===== src/rtl/pc_seq_pkg.sv =====
// Shared definitions for the program-counter sequencer.
//   seq_state_t        : sequencer state encoding (BOOT, RUN, HALTED)
//   ADDR_WIDTH_DEFAULT : default fetch-address width
package pc_seq_pkg;

    localparam int ADDR_WIDTH_DEFAULT = 12;

    typedef enum logic [1:0] {
        BOOT   = 2'd0,
        RUN    = 2'd1,
        HALTED = 2'd2
    } seq_state_t;

endpackage


===== src/rtl/pc_sequencer_ret_stack.sv =====
// ret_stack: LIFO of return addresses for the PC sequencer.
// Ports:
//   clk, reset     : clock, synchronous active-low reset (clears occupancy only)
//   push, pop      : push push_data / discard top entry; pop wins if both are set
//   push_data      : address to store
//   pop_data       : current top-of-stack entry (valid when !empty)
//   count          : occupancy, 0..DEPTH
//   full, empty    : occupancy status
// A push while full or a pop while empty is ignored; the caller owns the
// error reporting.
module ret_stack #(
    parameter int DEPTH = 4,
    parameter int WIDTH = 12
) (
    input  logic                     clk,
    input  logic                     reset,
    input  logic                     push,
    input  logic                     pop,
    input  logic [WIDTH-1:0]         push_data,
    output logic [WIDTH-1:0]         pop_data,
    output logic [$clog2(DEPTH):0]   count,
    output logic                     full,
    output logic                     empty
);

    localparam int PW = $clog2(DEPTH);
    localparam int CW = PW + 1;

    logic [WIDTH-1:0] mem [DEPTH];
    logic [CW-1:0]    count_reg;
    logic [PW-1:0]    wr_idx;
    logic [PW-1:0]    rd_idx;
    logic             wr_en;
    logic             rd_en;

    assign full   = (count_reg == CW'(DEPTH));
    assign empty  = (count_reg == '0);
    assign count  = count_reg;

    // The next free slot is the occupancy itself; the top sits one below.
    assign wr_idx = count_reg[PW-1:0];
    assign rd_idx = wr_idx - PW'(1);

    assign rd_en  = pop && !empty;
    assign wr_en  = push && !full && !rd_en;

    // The top entry is read combinationally so a return can redirect the
    // PC on the same edge that it pops.
    assign pop_data = mem[rd_idx];

    always_ff @(posedge clk) begin
        if (!reset) begin
            count_reg <= '0;
        end else if (rd_en) begin
            count_reg <= count_reg - CW'(1);
        end else if (wr_en) begin
            count_reg <= count_reg + CW'(1);
        end
    end

    // Entry contents need no reset: occupancy alone defines what is valid.
    always_ff @(posedge clk) begin
        if (wr_en) begin
            mem[wr_idx] <= push_data;
        end
    end

endmodule


===== src/rtl/pc_sequencer.sv =====
// pc_sequencer: generates instruction fetch addresses.
// Ports:
//   clk, reset                  : clock, synchronous active-low reset
//   fetch_ready                 : memory accepted the current fetch
//   branch_taken/branch_target  : taken conditional branch
//   jump/jump_target            : unconditional jump
//   call/call_target            : subroutine call (pushes pc_out+1)
//   ret                         : subroutine return (pops into pc_out)
//   halt                        : stop fetching until reset
//   pc_out, fetch_valid         : fetch request
//   halted                      : sequencer is in HALTED
//   stack_count                 : return-stack occupancy
//   stack_overflow/underflow    : sticky stack error flags
// Next-PC priority in RUN: halt > ret > call > jump > branch > sequential.
module pc_sequencer
    import pc_seq_pkg::*;
#(
    parameter int ADDR_WIDTH  = ADDR_WIDTH_DEFAULT,
    parameter int STACK_DEPTH = 4
) (
    input  logic                           clk,
    input  logic                           reset,
    input  logic                           fetch_ready,
    input  logic                           branch_taken,
    input  logic [ADDR_WIDTH-1:0]          branch_target,
    input  logic                           jump,
    input  logic [ADDR_WIDTH-1:0]          jump_target,
    input  logic                           call,
    input  logic [ADDR_WIDTH-1:0]          call_target,
    input  logic                           ret,
    input  logic                           halt,
    output logic [ADDR_WIDTH-1:0]          pc_out,
    output logic                           fetch_valid,
    output logic                           halted,
    output logic [$clog2(STACK_DEPTH):0]   stack_count,
    output logic                           stack_overflow,
    output logic                           stack_underflow
);

    seq_state_t            state_reg, state_next;
    logic [ADDR_WIDTH-1:0] pc_reg, pc_next;
    logic                  ovf_reg, ovf_next;
    logic                  unf_reg, unf_next;

    logic                  stk_push, stk_pop;
    logic                  stk_full, stk_empty;
    logic [ADDR_WIDTH-1:0] stk_top;
    logic [ADDR_WIDTH-1:0] pc_inc;

    // Natural wrap at 2^ADDR_WIDTH; also the return address for a call.
    assign pc_inc = pc_reg + ADDR_WIDTH'(1);

    ret_stack #(
        .DEPTH (STACK_DEPTH),
        .WIDTH (ADDR_WIDTH)
    ) u_ret_stack (
        .clk       (clk),
        .reset     (reset),
        .push      (stk_push),
        .pop       (stk_pop),
        .push_data (pc_inc),
        .pop_data  (stk_top),
        .count     (stack_count),
        .full      (stk_full),
        .empty     (stk_empty)
    );

    always_ff @(posedge clk) begin
        if (!reset) begin
            state_reg <= BOOT;
            pc_reg    <= '0;
            ovf_reg   <= 1'b0;
            unf_reg   <= 1'b0;
        end else begin
            state_reg <= state_next;
            pc_reg    <= pc_next;
            ovf_reg   <= ovf_next;
            unf_reg   <= unf_next;
        end
    end

    always_comb begin
        state_next = state_reg;
        pc_next    = pc_reg;
        ovf_next   = ovf_reg;
        unf_next   = unf_reg;
        stk_push   = 1'b0;
        stk_pop    = 1'b0;
        case (state_reg)
            BOOT: begin
                state_next = RUN;
            end
            RUN: begin
                if (halt) begin
                    state_next = HALTED;
                end else if (ret) begin
                    // An empty-stack return holds the PC and just flags it.
                    if (stk_empty) begin
                        unf_next = 1'b1;
                    end else begin
                        stk_pop = 1'b1;
                        pc_next = stk_top;
                    end
                end else if (call) begin
                    // The call still redirects when the return cannot be saved.
                    pc_next = call_target;
                    if (stk_full) begin
                        ovf_next = 1'b1;
                    end else begin
                        stk_push = 1'b1;
                    end
                end else if (jump) begin
                    pc_next = jump_target;
                end else if (branch_taken) begin
                    pc_next = branch_target;
                end else if (fetch_ready) begin
                    pc_next = pc_inc;
                end
            end
            HALTED: begin
                state_next = HALTED;
            end
            default: begin
                state_next = BOOT;
            end
        endcase
    end

    assign pc_out          = pc_reg;
    assign fetch_valid     = (state_reg == RUN);
    assign halted          = (state_reg == HALTED);
    assign stack_overflow  = ovf_reg;
    assign stack_underflow = unf_reg;

endmodule


===== config.mk =====
export PLATFORM = sky130hd
export DESIGN_NAME = pc_sequencer
export DESIGN_NICKNAME = d
export VERILOG_FILES = /design/src/rtl/pc_seq_pkg.sv /design/src/rtl/pc_sequencer_ret_stack.sv /design/src/rtl/pc_sequencer.sv
export SDC_FILE = /design/constraint.sdc
export NUM_CORES = 1
export LEC_CHECK = 0
export CAP_MARGIN = 0
export CORE_AREA = 2 2 82 84
export DETAILED_ROUTE_END_ITERATION = 10
export DIE_AREA = 0 0 84 86
export PLACE_DENSITY_LB_ADDON = 0.05
export SLEW_MARGIN = 0
export SYNTH_ARGS = -nofsm -noshare
export SYNTH_HDL_FRONTEND = slang
export SYNTH_HIERARCHICAL = 1
export SYNTH_SLANG_ARGS = --single-unit

===== constraint.sdc =====
create_clock -name clk -period 7.49 [get_ports clk]
set_input_delay 1.1235 -clock clk [delete_from_list [all_inputs] [get_ports clk]]
set_output_delay 1.1235 -clock clk [all_outputs]
set_load 0.02 [all_outputs]

==> flow_summary.json <==
{
  "synth_area_leaders": "edfxtp_1 (42%), dfxtp_1 (11%), mux4_2 (7.8%)",
  "intPower_mw": 0.663,
  "syn2layout_area_growth_pct": 23.1,
  "p_comb_share_pct": 21.4,
  "cp_max_fo": 11,
  "clock_latency_ps": 340,
  "ys_seq_area_share_pct": 52.5,
  "crit_buf_inv": 1,
  "path_class": "in2reg",
  "ys_top_cells_by_count": "edfxtp_1 (48), dfxtp_1 (19), a21oi_1 (16), o21ai_0 (16), nand2_1 (14)",
  "hold_class": "reg2reg",
  "max_cap_viol_count": 0,
  "path_cells": "clkdlybuf4s50_1 -> nor2b_1 -> nand2_1 -> nor2_1 -> o21ai_0 -> fa_1 -> or3b_4 -> a21o_1 -> a31oi_1",
  "ys_ff_latch": 67,
  "p_switching_mw": 0.251,
  "track_usage_pct": 26.3,
  "ys_warn_count": 6,
  "highest_layer": "met4",
  "grt_pass1_vias": 2762,
  "finalMaxSlewViolations": 0,
  "cts_tree": "yes",
  "outcome": "finished, final reports clean",
  "tightest_slew_ps": 971,
  "postRouteAntennaNets": 0,
  "io_buffers": 62,
  "dp_hpwl_mm": 6.10,
  "seqPwrFrac_pct": 47.5,
  "async_flop_share_pct": 0,
  "final.min_clock_period_ps": 3920,
  "drive_gt1_share_pct": 9.46,
  "cts_max_level": 3,
  "wl_met3_microns": 729,
  "whs_ps": 497,
  "start_util_pct": 55.3,
  "synth_top_area_share_pct": 41.5,
  "ctsResizeCount": 0,
  "dr_total_vias": 2725,
  "synthesis.area_sq_um": 3470,
  "antenna_found_initial": 0,
  "largest_reg_flops": 48,
  "dieWidth_microns": 84,
  "viasPerCell": 6.40,
  "finalHoldViolations": 0,
  "gp_congestion": 0.858,
  "antennaDiodeCount": 0,
  "post-cts-setup-buffers": 0,
  "max-slew-margin-rel_pct": 35.1,
  "io_pins": 63,
  "cts_buffers": 9,
  "clockRootBuffer": "clkbuf_8",
  "synth.avg_cell_area_sq_um": 12.1,
  "crit_path_top_delay_cell": "nor2b_1",
  "clock_power_share_pct": 31.2,
  "die_h_microns": 86,
  "skew_ps": 7.51,
  "cts.path.max_buffers": 2,
  "syn_inst": 287,
  "cp_top_family": "simple AND/OR/NAND/NOR gates",
  "report.final.setup_viol": 0,
  "clock_sinks": 67,
  "core_sq_um": 6280,
  "slowest_delay_ps": 580,
  "crit_required_ps": 7760,
  "rsz0062_at_grt": "false",
  "syn_nets": 340,
  "end_kind": "flip-flop",
  "crit_arrival_ps": 4190,
  "p_leak_nw": 1.47,
  "yosysTopAreaCell": "edfxtp_1",
  "clk_pin_slew_ps": 70,
  "dieArea_sq_um": 7220,
  "synth_flop_cell": "edfxtp_1",
  "grt_pass1_wl_mm": 14.3,
  "p_sw_share_pct": 27.5,
  "first_pass_iters": 5,
  "ir_worst_vdd_mv": 0.166,
  "drt_iter0_markers": 267,
  "wl_per_cell_microns": 20.7,
  "synth.most_common_cell": "edfxtp_1",
  "final.setup.tns_ps": 0,
  "m1WireLength_mm": 3.74,
  "critPathLaunchType": "input port",
  "pwr_density_cell_nw_per_um2": 214,
  "grt_max_degree": 22,
  "cts_hold_buffers": 0,
  "fmax_ghz": 0.255,
  "num-nets-final": 397,
  "synth_cell_types": 54,
  "wl_met2_mm": 4.25,
  "drt_wl_total_mm": 8.84,
  "drc_errors": 0,
  "synth_edf_count": 48,
  "core.rowCount": 29,
  "grt-ovfl-total": 0,
  "period_share_pct": 52.3
}
==> cell type report <==
class | count | area [sq um]
Timing Repair Buffer | 64 | 636
Sequential cell | 67 | 1820
Multi-Input combinational cell | 189 | 1480
Inverter | 13 | 48.8
Tap cell | 77 | 96.3
Clock inverter | 5 | 53.8
Fill cell | 482 | 2010
Clock buffer | 11 | 131
==> placed cells by master, fill, tap and decap left out, types with 5 or more instances in the layout <==
master	n
clkdlybuf4s50_1	62
edfxtp_1	48
dfxtp_1	19
o21ai_0	16
a21oi_1	16
nand2_1	14
inv_1	12
nor2_1	12
mux4_2	12
and3_1	11
clkbuf_8	9
ha_1	8
nor2b_1	7
xnor2_1	6
nand3_1	6
o22ai_1	6
nand4_1	5
a31oi_1	5
nor3_1	5
mux2i_1	5
a221o_1	5
==> stage by stage <==
stage	setup slack (ps)	cell area, sq um	power [mW]	cells	utilization [%]
after floorplan	4420	3470	0.561	287	-
after global placement	3460	4090	0.634	410	65.1
after detailed placement	3290	4090	0.638	410	65.1
after CTS	3600	4270	0.918	426	68.0
after global routing	3360	4270	0.954	426	68.0
final	3570	4270	0.914	426	68.0
==> worst register-to-register path, cell delays in order (launching register included) <==
cell and delay [ps]:
dfxtp_1 310, buf_4 310, inv_1 170, ha_1 310, inv_1 180, nor2_1 100
nor2_1 530, o21ai_0 240, fa_1 500, or3b_4 410, a21o_1 160, a31oi_1 140
==> worst paths after layout <==
kind | from | to | slack [ps] | cells after the start
setup / recovery | halt | u_ret_stack/count[2]$_SDFFE_PN0P_ | 3570 | 9
hold / removal | stack_underflow$_SDFFE_PN0P_ | stack_underflow$_SDFFE_PN0P_ | 500 | 2
setup reg to reg | u_ret_stack/count[0]$_SDFFE_PN0P_ | u_ret_stack/count[2]$_SDFFE_PN0P_ | 4070 | 11
hold reg to reg | stack_underflow$_SDFFE_PN0P_ | stack_underflow$_SDFFE_PN0P_ | 500 | 2
==> power by group through the flow <==
stage	Sequential (mW)	Clock, mW	Combinational (mW)
after floorplan	0.447	0	0.114
after global placement	0.442	0	0.192
after detailed placement	0.442	0	0.195
after CTS	0.434	0.288	0.196
after global routing	0.437	0.301	0.216
final	0.434	0.285	0.195
==> cell families (layout without fill, tap and decap cells) <==
| logic type | after synthesis | count (layout) | synth area share (%) |
|---|---|---|---|
| AO/OA/AOI/OAI | 77 | 77 | 15.4 |
| AND/OR/NAND/NOR | 75 | 75 | 11.9 |
| flip-flops | 67 | 67 | 52.5 |
| buffers and inverters | 31 | 93 | 4.72 |
| multiplexers | 18 | 18 | 9.56 |
| XOR/XNOR | 10 | 10 | 2.52 |
| adder cells (fa/ha/maj) | 9 | 9 | 3.46 |
==> metal layers <==
| metal | track usage [%] | vias to the layer above |
|---|---|---|
| li1 | - | 1219 |
| met2 | 43.1 | 151 |
| met5 | 0 | - |
| met4 | 8.36 | 0 |
| met1 | 35.6 | 1343 |
| met3 | 5.77 | 12 |
No activity file was read; power rests on OpenSTA's default activity.
